==> config.mk <==
export PLATFORM = sky130hd
export DESIGN_NAME = backscatter_sequencer
export DESIGN_NICKNAME = d
export VERILOG_FILES = /design/src/rtl/hitchhike_pkg.sv /design/src/rtl/subcarrier_gen.sv /design/src/rtl/backscatter_sequencer.sv
export SDC_FILE = /design/constraint.sdc
export NUM_CORES = 1
export LEC_CHECK = 0
export CELL_PAD_IN_SITES_DETAIL_PLACEMENT = 1
export CELL_PAD_IN_SITES_GLOBAL_PLACEMENT = 2
export CORE_MARGIN = 1
export CORE_UTILIZATION = 34
export CTS_BUF_LIST = sky130_fd_sc_hd__clkbuf_8
export CTS_CLUSTER_DIAMETER = 50
export DETAILED_ROUTE_END_ITERATION = 8
export PLACE_DENSITY = 0.8
export SLEW_MARGIN = 30
export SYNTH_ARGS = -nofsm -noshare
export SYNTH_HDL_FRONTEND = slang
export SYNTH_SLANG_ARGS = --single-unit
==> constraint.sdc <==
create_clock -name clock -period 4.8 [get_ports clock]
set_clock_uncertainty 0.05 [all_clocks]
set_input_delay 0.96 -clock clock [delete_from_list [all_inputs] [get_ports clock]]
set_output_delay 0.96 -clock clock [all_outputs]
set_load 0.01 [all_outputs]
==> src/rtl/hitchhike_pkg.sv <==
// Shared state encoding and default parameters for the backscatter sequencer.
package hitchhike_pkg;

  typedef enum logic [1:0] {
    ST_IDLE  = 2'd0,
    ST_DELAY = 2'd1,
    ST_SEND  = 2'd2,
    ST_DONE  = 2'd3
  } state_t;

  localparam int unsigned DEF_SHIFT_HALF      = 2;
  localparam int unsigned DEF_PREAMBLE_CYCLES = 400;
  localparam int unsigned DEF_SYMBOL_CYCLES   = 40;
  localparam int unsigned DEF_FRAME_BYTES     = 4;
  localparam int unsigned BYTE_BITS           = 8;

endpackage

==> src/rtl/subcarrier_gen.sv <==
// Square-wave subcarrier toggling every SHIFT_HALF clocks; restart forces phase 0.
// phase_c is the phase the register will hold next cycle, so callers can register it aligned.
module subcarrier_gen
  import hitchhike_pkg::*;
#(
  parameter int unsigned SHIFT_HALF = DEF_SHIFT_HALF
) (
  input  logic clock,
  input  logic reset,
  input  logic enable,
  input  logic restart,
  output logic phase_c
);

  localparam int unsigned CNT_W = $clog2(SHIFT_HALF) + 1;

  logic [CNT_W-1:0] cnt, cnt_n;
  logic             phase, phase_n;

  always_comb begin
    cnt_n   = cnt;
    phase_n = phase;
    if (restart) begin
      cnt_n   = '0;
      phase_n = 1'b0;
    end else if (enable) begin
      if (cnt == CNT_W'(SHIFT_HALF - 1)) begin
        cnt_n   = '0;
        phase_n = ~phase;
      end else begin
        cnt_n = cnt + CNT_W'(1);
      end
    end
  end

  always_ff @(posedge clock) begin
    if (reset) begin
      cnt   <= '0;
      phase <= 1'b0;
    end else begin
      cnt   <= cnt_n;
      phase <= phase_n;
    end
  end

  assign phase_c = phase_n;

endmodule

==> src/rtl/backscatter_sequencer.sv <==
// Trigger-started backscatter frame sequencer: preamble delay, then LSB-first payload
// bits BPSK-modulated onto the subcarrier that drives the RF switch.
module backscatter_sequencer
  import hitchhike_pkg::*;
#(
  parameter int unsigned SHIFT_HALF      = DEF_SHIFT_HALF,
  parameter int unsigned PREAMBLE_CYCLES = DEF_PREAMBLE_CYCLES,
  parameter int unsigned SYMBOL_CYCLES   = DEF_SYMBOL_CYCLES,
  parameter int unsigned FRAME_BYTES     = DEF_FRAME_BYTES
) (
  input  logic       clock,
  input  logic       reset,
  input  logic       trigger_signal,
  input  logic [7:0] tx_data,
  input  logic       tx_valid,
  output logic       tx_ready,
  output logic       signal_into_switch,
  output logic       busy,
  output logic       frame_done,
  output logic       underrun
);

  localparam int unsigned DLY_W  = $clog2(PREAMBLE_CYCLES) + 1;
  localparam int unsigned SYM_W  = $clog2(SYMBOL_CYCLES) + 1;
  localparam int unsigned BIT_W  = $clog2(BYTE_BITS) + 1;
  localparam int unsigned BYTE_W = $clog2(FRAME_BYTES) + 1;

  if ((SYMBOL_CYCLES % (2 * SHIFT_HALF)) != 0) begin : g_bad_symbol
    $error("SYMBOL_CYCLES must be a multiple of 2*SHIFT_HALF");
  end
  if (FRAME_BYTES < 1 || SHIFT_HALF < 1 || PREAMBLE_CYCLES < 1) begin : g_bad_size
    $error("FRAME_BYTES, SHIFT_HALF and PREAMBLE_CYCLES must be at least 1");
  end

  state_t            state, state_n;
  logic [DLY_W-1:0]  dly_cnt, dly_n;
  logic [SYM_W-1:0]  sym_cnt, sym_n;
  logic [BIT_W-1:0]  bit_idx, bit_n;
  logic [BYTE_W-1:0] byte_cnt, byte_n;
  logic [BYTE_W-1:0] acc_cnt, acc_n;
  logic [7:0]        shreg, shreg_n;
  logic [7:0]        buf_data, buf_data_n;
  logic              buf_full, buf_full_n;
  logic              trig_q, armed;
  logic              rise, accept, avail, consume;
  logic [7:0]        byte_in;
  logic              ready_n, switch_n, busy_n, done_n, underrun_n;
  logic              sc_phase_c;

  // armed stays low until a real low sample replaces the reset value of trig_q
  assign rise    = trigger_signal & ~trig_q & armed;
  assign accept  = tx_valid & tx_ready;
  assign avail   = buf_full | accept;
  assign byte_in = buf_full ? buf_data : tx_data;

  subcarrier_gen #(
    .SHIFT_HALF(SHIFT_HALF)
  ) u_subcarrier (
    .clock   (clock),
    .reset   (reset),
    .enable  (state == ST_SEND),
    .restart (state == ST_DELAY),
    .phase_c (sc_phase_c)
  );

  always_comb begin
    state_n    = state;
    dly_n      = dly_cnt;
    sym_n      = sym_cnt;
    bit_n      = bit_idx;
    byte_n     = byte_cnt;
    acc_n      = acc_cnt;
    shreg_n    = shreg;
    buf_data_n = buf_data;
    buf_full_n = buf_full;
    consume    = 1'b0;
    done_n     = 1'b0;
    underrun_n = 1'b0;

    unique case (state)
      ST_IDLE: begin
        if (rise) begin
          state_n    = ST_DELAY;
          dly_n      = '0;
          acc_n      = '0;
          buf_full_n = 1'b0;
        end
      end
      ST_DELAY: begin
        if (dly_cnt == DLY_W'(PREAMBLE_CYCLES - 1)) begin
          if (avail) begin
            state_n = ST_SEND;
            shreg_n = byte_in;
            consume = 1'b1;
            sym_n   = '0;
            bit_n   = '0;
            byte_n  = '0;
          end else begin
            state_n    = ST_IDLE;
            underrun_n = 1'b1;
          end
        end else begin
          dly_n = dly_cnt + DLY_W'(1);
        end
      end
      ST_SEND: begin
        if (sym_cnt == SYM_W'(SYMBOL_CYCLES - 1)) begin
          sym_n = '0;
          if (bit_idx == BIT_W'(BYTE_BITS - 1)) begin
            if (byte_cnt == BYTE_W'(FRAME_BYTES - 1)) begin
              state_n = ST_DONE;
              done_n  = 1'b1;
            end else if (avail) begin
              shreg_n = byte_in;
              consume = 1'b1;
              bit_n   = '0;
              byte_n  = byte_cnt + BYTE_W'(1);
            end else begin
              state_n    = ST_IDLE;
              underrun_n = 1'b1;
            end
          end else begin
            shreg_n = shreg >> 1;
            bit_n   = bit_idx + BIT_W'(1);
          end
        end else begin
          sym_n = sym_cnt + SYM_W'(1);
        end
      end
      ST_DONE: state_n = ST_IDLE;
      default: state_n = ST_IDLE;
    endcase

    // a byte arriving in its load cycle bypasses the holding buffer
    if (consume) begin
      buf_full_n = 1'b0;
    end else if (accept) begin
      buf_full_n = 1'b1;
      buf_data_n = tx_data;
    end
    if (accept) acc_n = acc_cnt + BYTE_W'(1);

    ready_n  = ~buf_full_n & ((state_n == ST_DELAY) | (state_n == ST_SEND))
               & (acc_n < BYTE_W'(FRAME_BYTES));
    switch_n = (state_n == ST_SEND) & (sc_phase_c ^ shreg_n[0]);
    busy_n   = (state_n != ST_IDLE);
  end

  always_ff @(posedge clock) begin
    if (reset) begin
      state              <= ST_IDLE;
      dly_cnt            <= '0;
      sym_cnt            <= '0;
      bit_idx            <= '0;
      byte_cnt           <= '0;
      acc_cnt            <= '0;
      shreg              <= '0;
      buf_data           <= '0;
      buf_full           <= 1'b0;
      trig_q             <= 1'b0;
      armed              <= 1'b0;
      tx_ready           <= 1'b0;
      signal_into_switch <= 1'b0;
      busy               <= 1'b0;
      frame_done         <= 1'b0;
      underrun           <= 1'b0;
    end else begin
      state              <= state_n;
      dly_cnt            <= dly_n;
      sym_cnt            <= sym_n;
      bit_idx            <= bit_n;
      byte_cnt           <= byte_n;
      acc_cnt            <= acc_n;
      shreg              <= shreg_n;
      buf_data           <= buf_data_n;
      buf_full           <= buf_full_n;
      trig_q             <= trigger_signal;
      armed              <= armed | ~trigger_signal;
      tx_ready           <= ready_n;
      signal_into_switch <= switch_n;
      busy               <= busy_n;
      frame_done         <= done_n;
      underrun           <= underrun_n;
    end
  end

endmodule

==> impl_metrics.env, run 1 <==
export IMPL_route_vias_total=2615
export IMPL_drt_iter0_drc=116
export IMPL_clk_pin_slew_ns=0.10
export IMPL_dp_hpwl_um=5540
export IMPL_final_util=0.388
export IMPL_critPathArrivalTime_ns=3.39
export IMPL_layout_common_cells="dfxtp_1 (56), nand2_1 (26), nor2_1 (26)"
export IMPL_path_cells="clkdlybuf4s50_1 > a21oi_1 > nand4_1 > o2bb2ai_1 > a311oi_1 > inv_1 > ha_1 > or3b_2 > mux2i_1"
export IMPL_final_common_cell="dfxtp_1"
export IMPL_place_gp_congestion=0.774
export IMPL_place_ws_ns=1.27
export IMPL_synth_cell_area_um2=3020
export IMPL_vias_per_cell=5.58
export IMPL_gr_usage_all_layers=0.179
export IMPL_first_global_vias=2649
export IMPL_placedCellCount=461
export IMPL_final_cells=469
export IMPL_wl_met3_um=182
export IMPL_yosysWarnings=0
export IMPL_core_area_um2=8680
export IMPL_m1WireLength_um=3600
export IMPL_grt_max_degree=50
export IMPL_min_period_over_period=0.677
export IMPL_routed_top_layer="met4"
export IMPL_maxCapViolCount=0
export IMPL_p_per_area_nw_per_um2=280
export IMPL_final_nets=384
export IMPL_grt_pass1_wl_um=12900
export IMPL_synth_edf_count=0
export IMPL_drc=0
export IMPL_io_pins=17
export IMPL_cp_slowest_stage_delay_ns=0.56
export IMPL_crit_required_ns=4.94
export IMPL_ys_ff_latch=56
export IMPL_path_buf_inv=2
export IMPL_antenna_found_initial=0
export IMPL_fmax_mhz=308
export IMPL_critical_path_class="input port to flip-flop"
export IMPL_holdWs_ns=0.408
export IMPL_die_width_um=96.3
export IMPL_synth_nets=373
export IMPL_critPathSlowestCell="a21oi_1"
export IMPL_cts_made_buffers=5
export IMPL_dieArea_um2=9260
export IMPL_fin_crit_ns=3.25
export IMPL_synth_area_per_cell_um2=8.65
export IMPL_post_cts_buffers=0
export IMPL_cts_htree_levels=2
export IMPL_initial_utilization=0.348
export IMPL_ys_seq_area_frac=0.371
export IMPL_drive_above_1_share=0.0720
export IMPL_post_cts_resized=0
export IMPL_relSlewSlack=0.482
export IMPL_synth_cell_type_count=55
export IMPL_n_antenna_cell=0
export IMPL_outcome="complete, no violations"
export IMPL_clk_path_buf_depth=2
export IMPL_tritoncts="built"
export IMPL_ant_nets=0
export IMPL_wl_per_cell_um=16.3
export IMPL_num_rows=34
export IMPL_ctsHoldBuffers=0
export IMPL_rsz0062_at_grt="no"
export IMPL_dr_pass1_iters=4
export IMPL_final_hold_viol_count=0
export IMPL_io_buffers=16
export IMPL_fp_dieH_um=96.3
export IMPL_cp_end_kind="flip-flop"
export IMPL_syn_inst=349
export IMPL_clock_sinks=56
export IMPL_worst_slew_pin_slew_ns=0.777
export IMPL_insertion_delay_ns=0.31
export IMPL_setup_viol=0
export IMPL_path_delay_family="compound AO/OA/AOI/OAI gates"
export IMPL_setup_slack_ns=1.55
export IMPL_start_kind="input port"
export IMPL_p_leak_uw=0.00117
export IMPL_ir_worst_vdd_mv=0.111
export IMPL_async_flop_share=0
export IMPL_cts_root_buf="clkbuf_8"
export IMPL_synth_top_flop_cell="dfxtp_1"
export IMPL_grt_ovfl_total=0
export IMPL_nFillCells=1043
export IMPL_syn_to_final_growth_pct=11.6
export IMPL_wirelength_um=7640
export IMPL_path_max_fanout=6
export IMPL_tns_ns=0
export IMPL_hold_class="flip-flop to flip-flop"
export IMPL_timing_final_max_slew_violations=0
export IMPL_route_met2_wl_um=3770
==> area by class of cell <==
type | count | area, µm² | area share
clock buffers | 6 | 82.6 | 0.0245
inverters | 11 | 41.3 | 0.0122
clock inverters | 2 | 11.3 | 0.00334
flip-flops and latches | 56 | 1120 | 0.333
multi-input cells | 268 | 1800 | 0.535
well taps | 108 | 135 | 0.0401
repair buffers | 18 | 175 | 0.0520
==> worst paths after layout <==
kind | endpoint | cells past startpoint | from | slack, ns
hold / removal | u_subcarrier.cnt[1] | 2 | u_subcarrier.cnt[1] | 0.41
setup / recovery | signal_into_switch | 9 | tx_valid | 1.55
setup reg to reg | buf_data[3] | 6 | state[0] | 2.02
hold reg to reg | u_subcarrier.cnt[1] | 2 | u_subcarrier.cnt[1] | 0.41
==> tightest hold or removal path, stage by stage (launching register included) <==
cell and delay, ns:
dfxtp_1 0.32, nand2_1 0.06, a21oi_1 0.04
==> synthesized netlist by cell type (all sizes together) (6+ instances only) <==
library cell / instances / area, µm²
nor2: 27 / 104
inv: 11 / 41.3
mux2i: 14 / 140
o2bb2ai: 6 / 52.6
nor2b: 6 / 37.5
clkbuf: 13 / 48.8
xor2: 9 / 78.8
ha: 12 / 150
a21oi: 24 / 124
o21ai: 21 / 109
nand2b: 21 / 131
a22oi: 6 / 45.0
dfxtp: 56 / 1120
nand3: 13 / 65.1
nand2: 26 / 97.6
nand4: 9 / 56.3
==> layer usage <==
layer / global-route usage / vias up
li1: - / 1294
met1: 0.223 / 1282
met2: 0.316 / 28
met3: 0.0308 / 11
met4: 0.0448 / 0
met5: 0 / -
==> stage by stage <==
step	area [µm²]	power, µW
floorplan	3020	622
CTS	3370	956
detailed placement	3280	681
finish	3370	945
global route	3370	1000
global placement	3280	679
==> state kept, by name, indices dropped and copies added (netlist names) <==
name,cells
busy,1
underrun,1
u_subcarrier.phase,1
frame_done,1
armed,1
buf_data,8
buf_full,1
signal_into_switch,1
dly_cnt,10
shreg,8
trig_q,1
state,2
sym_cnt,7
tx_ready,1
bit_idx,4
acc_cnt,3
u_subcarrier.cnt,2
byte_cnt,3
==> kinds of logic (layout without fill, tap and decap cells) <==
| family | count (synthesis) | in the layout | synth area share |
|---|---|---|---|
| flip-flops | 56 | 56 | 0.371 |
| XOR/XNOR | 12 | 12 | 0.0348 |
| buffers and inverters | 25 | 37 | 0.0315 |
| multiplexers | 17 | 17 | 0.0576 |
| AO/OA/AOI/OAI | 87 | 87 | 0.191 |
| adder cells (fa/ha/maj) | 12 | 12 | 0.0497 |
| AND/OR/NAND/NOR | 140 | 140 | 0.264 |
==> report_power, final <==
part | total, µW | leakage (µW) | internal, µW | switching [µW]
combinational | 172 | 0.000666 | 68.7 | 103
sequential | 497 | 0.000453 | 481 | 15.9
clock | 276 | 0.0000486 | 116 | 161
(Power assumes the default switching activity.)
==> inputs of run 2 (changes only) <==
- clock period: 4.8 -> 3.3 ns (I/O delays scaled with it)
==> run 2 against run 1 <==
Combinational power is 58% higher. Count of clock-buffer cells in the layout is 1 lower. Hold slack worse by 0.012 ns. Final cell count is 1.3% higher. Sequential cell count stayed put. Largest power group unchanged. Largest cell class unchanged. Routed wire length is 0.27% lower. Via count is 1.2% higher. Register-to-register slack worse by 1.3 ns. Die area stayed put. Total power is 45% higher. First-iteration DRC count is 35% lower.
==> impl_metrics.env, run 2 (synthesized netlist as in run 1, its figures left out) <==
export IMPL_outcome="complete, no violations"
export IMPL_final_hold_viol_count=0
export IMPL_p_leak_uw=0.00120
export IMPL_multi_input_area_um2=1800
export IMPL_route_vias_total=2647
export IMPL_largest_reg_flops=10
export IMPL_tritoncts="built"
export IMPL_syn_to_final_growth_pct=12.9
export IMPL_regArea_um2=1120
export IMPL_ctsHoldBuffers=0
export IMPL_grt_pass1_wl_um=12900
export IMPL_layout_common_cells="dfxtp_1 (56), nand2_1 (26), nor2_1 (26)"
export IMPL_relSlewSlack=0.566
export IMPL_n_antenna_cell=0
export IMPL_antenna_found_initial=0
export IMPL_critPathSlowestCell="clkdlybuf4s50_1"
export IMPL_hold_class="flip-flop to flip-flop"
export IMPL_final_util=0.393
export IMPL_min_period_over_period=0.838
export IMPL_cts_made_buffers=5
export IMPL_setup_viol=0
export IMPL_io_buffers=16
export IMPL_fp_dieH_um=96.3
export IMPL_crit_required_ns=3.51
export IMPL_cp_end_kind="flip-flop"
export IMPL_drt_iter0_drc=75
export IMPL_place_gp_congestion=0.775
export IMPL_p_sw_uw=415
export IMPL_tns_ns=0
export IMPL_dp_hpwl_um=5540
export IMPL_first_global_vias=2707
export IMPL_drive_above_1_share=0.0899
export IMPL_rsz0062_at_grt="no"
export IMPL_grt_ovfl_total=0
export IMPL_fin_area_um2=3410
export IMPL_start_kind="input port"
export IMPL_ant_nets=0
export IMPL_clk_path_buf_depth=2
export IMPL_post_cts_resized=0
export IMPL_clock_sinks=56
export IMPL_place_area_um2=3320
export IMPL_top_register="dly_cnt"
export IMPL_wirelength_um=7620
export IMPL_io_pins=17
export IMPL_grt_max_degree=50
export IMPL_critPathArrivalTime_ns=2.97
export IMPL_wl_per_cell_um=16.0
export IMPL_worst_slew_pin_slew_ns=0.651
export IMPL_timing_final_max_slew_violations=0
export IMPL_final_common_cell="dfxtp_1"
export IMPL_clk_pin_slew_ns=0.11
export IMPL_critical_path_class="input port to flip-flop"
export IMPL_dieArea_um2=9260
export IMPL_num_rows=34
export IMPL_vias_per_cell=5.57
export IMPL_fmax_mhz=361
export IMPL_drc=0
export IMPL_final_nets=390
export IMPL_nFillCells=1047
export IMPL_top_regs="dly_cnt (10), buf_data (8), shreg (8)"
export IMPL_ir_worst_vdd_mv=0.213
export IMPL_initial_utilization=0.348
export IMPL_p_per_area_nw_per_um2=403
export IMPL_path_max_fanout=4
export IMPL_cts_root_buf="clkbuf_8"
export IMPL_dr_pass1_iters=4
export IMPL_core_area_um2=8680
export IMPL_path_delay_family="simple AND/OR/NAND/NOR gates"
export IMPL_swShare=0.302
export IMPL_cts_htree_levels=2
export IMPL_path_buf_inv=3
export IMPL_insertion_delay_ns=0.32
export IMPL_power_frac_comb=0.198
export IMPL_fin_crit_ns=2.77
export IMPL_p_int_uw=960
export IMPL_clkPwrFrac=0.281
export IMPL_path_cells="clkdlybuf4s50_1 > a21oi_1 > buf_4 > nor4_1 > nor2b_1 > a311oi_1 > inv_1 > ha_1 > or3b_2 > mux2i_1"
export IMPL_pwr_share_seq=0.520
export IMPL_die_width_um=96.3
export IMPL_post_cts_buffers=0
export IMPL_cp_slowest_stage_delay_ns=0.54
export IMPL_gr_usage_all_layers=0.180
export IMPL_maxCapViolCount=0
-- run 2: cell count changes in the layout (fill, tap and decap cells not counted), sizes merged --
cell,previous run,this run
clkinv,0,3
clkinvlp,1,0
clkbuf,6,5
inv,12,11
buf,2,8
-- run 2: layer usage --
layer | track usage | vias up | share of wire
li1 | - | 1304 | -
met5 | 0 | - | 0
met3 | 0.0316 | 12 | 0.018
met1 | 0.228 | 1308 | 0.48
met2 | 0.308 | 23 | 0.49
met4 | 0.0547 | 0 | 0.014
-- run 2: final timing paths --
path	to	cells past startpoint	from	slack, ns
worst max-delay path	signal_into_switch	10	tx_valid	0.53
worst min register to register	u_subcarrier.cnt[1]	2	u_subcarrier.cnt[1]	0.40
worst max register to register	signal_into_switch	10	state[1]	0.68
worst min-delay path	u_subcarrier.cnt[1]	2	u_subcarrier.cnt[1]	0.40
-- run 2: per-stage QoR --
stage / power (µW) / hold WS [ns] / instances / worst slack [ns]
3_3_place_gp: 1000 / 0.364 / 467 / 0.281
2_1_floorplan: 905 / 0.357 / 349 / 0.920
3_5_place_dp: 1010 / 0.388 / 467 / 0.190
6_report: 1370 / 0.397 / 475 / 0.533
5_1_grt: 1460 / 0.445 / 475 / 0.360
4_1_cts: 1400 / 0.406 / 475 / 0.513
-- run 2: layout make-up --
type                       count  share of cell area
sequential                    56               0.329
tap                          108              0.0396
timing repair buffer          24              0.0646
clock buffer                   5              0.0202
inverter                      11              0.0121
clock inverter                 3             0.00550
multi-input combinational    268               0.529
-- run 2: power groups by stage --
stage / Combinational (µW) / Sequential, µW / Clock (µW)
2_1_floorplan: 175 / 730 / 0
3_3_place_gp: 271 / 730 / 0
3_5_place_dp: 275 / 731 / 0
4_1_cts: 276 / 716 / 406
5_1_grt: 306 / 720 / 429
6_report: 272 / 715 / 387
-- run 2: worst min-delay path: cells and delay by family, from the launching register on --
family / cells / cell delay, ns
flip-flops: 1 / 0.32
AO/OA/AOI/OAI: 1 / 0.03
AND/OR/NAND/NOR: 1 / 0.06
==> RTL change 1: new RTL, flow settings as in run 2 <==
`DEF_FRAME_BYTES`: 4 -> 2.
--- a/src/rtl/hitchhike_pkg.sv
+++ b/src/rtl/hitchhike_pkg.sv
@@ -12,5 +12,5 @@
   localparam int unsigned DEF_PREAMBLE_CYCLES = 400;
   localparam int unsigned DEF_SYMBOL_CYCLES   = 40;
-  localparam int unsigned DEF_FRAME_BYTES     = 4;
+  localparam int unsigned DEF_FRAME_BYTES     = 2;
   localparam int unsigned BYTE_BITS           = 8;
 
Function: no difference found for any inputs over 10 cycles, from zero or initial values and one cycle with reset high; that may be too few to reach the edited logic, so the function may still have changed.
==> RTL change 1 against run 2 <==
  * Synthesized cell count shrank 5.2%
  * Cell count shrank 5.9%
  * Area after synthesis shrank 6.0%
  * Sequential cell count shrank 2
  * Final area shrank 6.8%
  * Count of clock-buffer cells in the layout grew 1
  * Worst setup slack gained 150 ps
  * Power grew 5.1%
  * Routed wire length shrank 7.4%
  * Highest routed layer unchanged
==> RTL change 1: results (changes against run 2) <==
OUTCOME='finished, final reports clean'
SYNTH_SEQ_AREA_SHARE_PCT=38.1  # +0.96 points
YOSYS.CELL_TYPES.COUNT=59  # +7.3%
UTILIZATION_AFTER_LAYOUT_PCT=40.3  # +1.0 points
TIMING.CRITICAL_PATH.FANOUT_MAX=8  # +4
ARRIVAL_PS=2750  # -220 ps
SYNTHMUXAREASHARE_PCT=7.10  # +1.3 points
SYN-NUM-NETS=352  # -5.6%
NETLIST_TOP_CELLS_AREA='sky130_fd_sc_hd__dfxtp_1 (38%), sky130_fd_sc_hd__mux2i_1 (6.7%), sky130_fd_sc_hd__nor2_1 (5.9%), sky130_fd_sc_hd__ha_1 (4.0%), sky130_fd_sc_hd__a21oi_1 (3.9%)'
P_LEAK_nW=1.20  # +0.58%
SYNTHXORXNORAREAFRAC_PCT=4.94  # +1.5 points
POST_SYNTH_MOST_FREQUENT_CELLS='sky130_fd_sc_hd__dfxtp_1 (54), sky130_fd_sc_hd__nor2_1 (45), sky130_fd_sc_hd__nand2_1 (28)'
DETAILROUTE.VIA_COUNT=2403  # -9.2%
FINALWEIGHTEDCONGESTION=0.794  # +2.5%
MAXSLEWHEADROOM_PCT=55.7  # -0.85 points
GRT.TOTAL_USAGE_PCT=17.7  # -0.26 points
SLOWEST_DELAY_PS=440  # -100 ps
SYNTH_COMPOUND_AREA_SHARE_PCT=16.6  # -2.5 points
POWER.IR.VDD_WORST_mV=0.164  # -23%
POST_SYNTH.CELL_AREA_AVG_UM2=8.58  # -0.90%
ROUTE.FINAL.WIRE_LENGTH_UM=7050  # -7.4%
GRT_PASS1_WL_UM=12200  # -5.9%
POST_SYNTH_FA_HA_MAJ_AREA_FRACTION_PCT=3.97  # -1.0 points
DRT-INITIAL-DRC-COUNT=85  # +13%
DP_CELLS=439  # -6.0%
NETS=365  # -6.4%
NETSWITCHINGPOWER_W=0.000458  # +10%
## RTL change 1: cell count changes after synthesis, sizes merged, moves of 4 or more
cell	delta
and2	+6
or4	-4
nor2	+18
nand3b	-4
mux2i	+5
o2bb2ai	-6
a22o	+4
nand2b	-18
nor3	+6
a22oi	-4
buf	+5
## RTL change 1: worst max-delay path: cells and delay by family, from the launching register on
kind                       cells  cell delay, ps
and+or+nand+nor                2             430
DFF                            1             410
adders and majority gates      1             250
AOI/OAI and AO/OA              4            1340
## RTL change 1: logic make-up (layout without fill, tap and decap cells)
group,count (synthesis),count (layout)
mux,20,20
fa+ha+maj,9,9
xor+xnor,16,16
flops,54,54
simple gates,136,136
buf+inv,26,40
compound gates,70,70
## RTL change 1: layout make-up
class                           count  share of cell area, %
Tap cell                          102                   4.01
Timing Repair Buffer               23                   6.69
Clock buffer                        6                   2.60
Multi-Input combinational cell    251                   51.4
Inverter                            9                   1.06
Sequential cell                    54                   34.0
Clock inverter                      2                  0.275
## RTL change 1: per-stage QoR
stage          power, W  setup WS, ps
2_1_floorplan  0.000963          1010
3_3_place_gp    0.00107           637
3_5_place_dp    0.00108           531
4_1_cts         0.00147           714
5_1_grt         0.00153           472
6_report        0.00144           685
## RTL change 1: path summary, 6_finish.rpt
check,startpoint,end,slack [ps],depth (start not counted)
max reg2reg,sym_cnt[0]$_SDFFE_PP0P_,shreg[7]$_SDFFE_PP0P_,690,7
min reg2reg,u_subcarrier.cnt[1]$_SDFFE_PP0P_,u_subcarrier.cnt[1]$_SDFFE_PP0P_,400,2
max,sym_cnt[0]$_SDFFE_PP0P_,shreg[7]$_SDFFE_PP0P_,690,7
min,u_subcarrier.cnt[1]$_SDFFE_PP0P_,u_subcarrier.cnt[1]$_SDFFE_PP0P_,400,2
## RTL change 1: power groups by stage
stage / clock network (W) / logic, W / registers, W
floorplan: 0 / 0.000243 / 0.000720
global placement: 0 / 0.000336 / 0.000730
detailed placement: 0 / 0.000344 / 0.000732
CTS: 0.000405 / 0.000347 / 0.000717
global route: 0.000425 / 0.000378 / 0.000723
finish: 0.000385 / 0.000343 / 0.000716
## RTL change 1: per-layer routing
layer	track usage [%]	share of wire (%)	up-vias
li1	-	-	1199
met1	23.8	51	1180
met2	29.4	46	18
met3	2.93	2.1	6
met4	4.62	1.1	0
met5	0	0	-
==> RTL change 2: new RTL, flow settings as in run 2 <==
Without the edit above. `shreg` and `buf_data` no longer have a reset.
--- a/src/rtl/backscatter_sequencer.sv
+++ b/src/rtl/backscatter_sequencer.sv
@@ -155,6 +155,4 @@
       byte_cnt           <= '0;
       acc_cnt            <= '0;
-      shreg              <= '0;
-      buf_data           <= '0;
       buf_full           <= 1'b0;
       trig_q             <= 1'b0;
@@ -172,6 +170,4 @@
       byte_cnt           <= byte_n;
       acc_cnt            <= acc_n;
-      shreg              <= shreg_n;
-      buf_data           <= buf_data_n;
       buf_full           <= buf_full_n;
       trig_q             <= trigger_signal;
@@ -185,4 +181,9 @@
   end
 
+  always_ff @(posedge clock) begin
+    shreg    <= shreg_n;
+    buf_data <= buf_data_n;
+  end
+
 endmodule
 
Behaviour: same outputs for any inputs over 10 cycles, from zero or initial values and one cycle with reset high; that may be too few to reach the edited logic, so the function may still have changed.
==> RTL change 2 against run 2 <==
  * Utilization rose by 0.67 points
  * Sequential cell count unchanged
  * Final area down 3.7%
  * Worst setup slack improved by 6.8 ps
  * Die area fell by 4.3%
  * Routed wire length fell by 5.6%
  * Power grew 6.9%
  * Area after synthesis decreased by 4.3%
  * Largest power group unchanged
==> RTL change 2: results (changes against run 2) <==
OUTCOME='finished, final reports clean'
SYNTHMUXAREASHARE_PCT=1.26  # -4.5 points
PLACEMENT.SETUP.WORST_SLACK_PS=193  # +3.65 ps
FF2FF_SETUP_SLACK_PS=540  # -140 ps
DRT-INITIAL-DRC-COUNT=80  # +6.7%
FINALWEIGHTEDCONGESTION=0.721  # -7.0%
YOSYS.CELL_TYPES.COUNT=58  # +5.5%
GRT_PASS1_WL_UM=12000  # -7.3%
ANTENNA-DIODE-COUNT=0  # unchanged
TIMING.CRITICAL_PATH.SLOWEST_STAGE_CELL='sky130_fd_sc_hd__a221oi_1'
TIMING.CRITICAL_PATH.FANOUT_MAX=6  # +2
DETAIL_ROUTE.WL_PER_CELL_UM=16.0  # -0.39%
WORSTSETUPPATHTYPE='reg -> reg'
POST_SYNTH_MOST_FREQUENT_CELLS='sky130_fd_sc_hd__dfxtp_1 (41), sky130_fd_sc_hd__nand2_1 (34), sky130_fd_sc_hd__a21oi_1 (31)'
SYNTH_COMPOUND_AREA_SHARE_PCT=17.3  # -1.9 points
INTERNAL-POWER_W=0.00106  # +10%
POST_DP_HPWL_UM=5330  # -3.7%
POWER.IR.VDD_WORST_mV=0.193  # -9.0%
NETLIST_TOP_CELLS_AREA='sky130_fd_sc_hd__dfxtp_1 (28%), sky130_fd_sc_hd__edfxtp_1 (16%), sky130_fd_sc_hd__a21oi_1 (5.4%), sky130_fd_sc_hd__ha_1 (5.2%), sky130_fd_sc_hd__nand2_1 (4.4%)'
SYN-NUM-NETS=351  # -5.9%
FINALWORSTPATHREQUIREDPERIOD_PS=2760  # -6.85 ps
TIGHTESTPINTRANSITION_PS=753  # +102 ps
P_LEAK_nW=1.15  # -4.1%
FILLER_CELL_COUNT=980  # -6.4%
POST_SYNTH_EDFFS=15  # +15
GRT_START_MAX_NET_PINS=20  # -60%
P_COMB_SHARE_PCT=16.4  # -3.4 points
ARRIVAL_PS=2920  # -50 ps
CLK_PWR_SHARE_PCT=31.2  # +3.1 points
SLOWEST_DELAY_PS=490  # -50 ps
POST_SYNTH_FA_HA_MAJ_AREA_FRACTION_PCT=5.20  # +0.23 points
FINAL.HOLD.WORST_SLACK_PS=404  # +6.74 ps
MIN_PATH_CELLS=2  # unchanged
POST-CTS-SETUP-BUFFERS=0  # unchanged
REG2REG_FROM='sym_cnt[0]$_SDFFE_PP0P_'
SYNTHXORXNORAREAFRAC_PCT=3.64  # +0.16 points
NETS=368  # -5.6%
DETAILROUTE.VIA_COUNT=2480  # -6.3%
WORSTREG2REGEND='signal_into_switch$_SDFF_PP0_'
SYNTH_SEQ_AREA_SHARE_PCT=44.0  # +6.9 points
GRT.TOTAL_USAGE_PCT=17.2  # -0.80 points
RTL change 2: changes by cell type after synthesis, sizes merged, moves of 8 or more:
cell and change:
buf +8, clkbuf -8, dfxtp -15, edfxtp +15, mux2i -13, nand2 +8, nand2b -19, nand3 +9
RTL change 2: kinds of logic (layout without fill, tap and decap cells):
kind of cell | count (synthesis) | in the layout
xor+xnor | 12 | 12
simple gates | 137 | 137
fa+ha+maj | 12 | 12
buf+inv | 28 | 46
mux | 3 | 3
flops | 56 | 56
compound gates | 79 | 79
RTL change 2: stage by stage:
stage | util [%] | area, um2 | total power (W) | std cells
2_1_floorplan | - | 2890 | 0.000932 | 327
6_report | 40.0 | 3280 | 0.00147 | 450
4_1_cts | 40.0 | 3280 | 0.00149 | 450
5_1_grt | 40.0 | 3280 | 0.00155 | 450
3_5_place_dp | 38.6 | 3170 | 0.00103 | 442
3_3_place_gp | 38.6 | 3170 | 0.00103 | 442
RTL change 2: per-layer routing:
metal / global-route usage, % / wire length (um) / vias to the layer above
li1: - / - / 1225
met1: 23.8 / 3670 / 1229
met2: 26.9 / 3290 / 20
met3: 2.75 / 129 / 6
met4: 5.77 / 95 / 0
met5: 0 / 0 / -
RTL change 2: worst max-delay path: cells and delay by family, from the launching register on:
family,cells,cell delay [ps]
simple gates,4,790
compound gates,2,620
fa+ha+maj,2,460
flops,1,400
mux,1,270
buf+inv,1,100
RTL change 2: layout make-up:
type / instances / area (um2) / share of cell area [%]
Timing Repair Buffer: 24 / 220 / 6.71
Sequential cell: 56 / 1270 / 38.7
Tap cell: 105 / 131 / 4.00
Clock buffer: 5 / 68.8 / 2.10
Clock inverter: 3 / 42.5 / 1.30
Multi-Input combinational cell: 243 / 1500 / 45.6
Inverter: 14 / 52.6 / 1.60
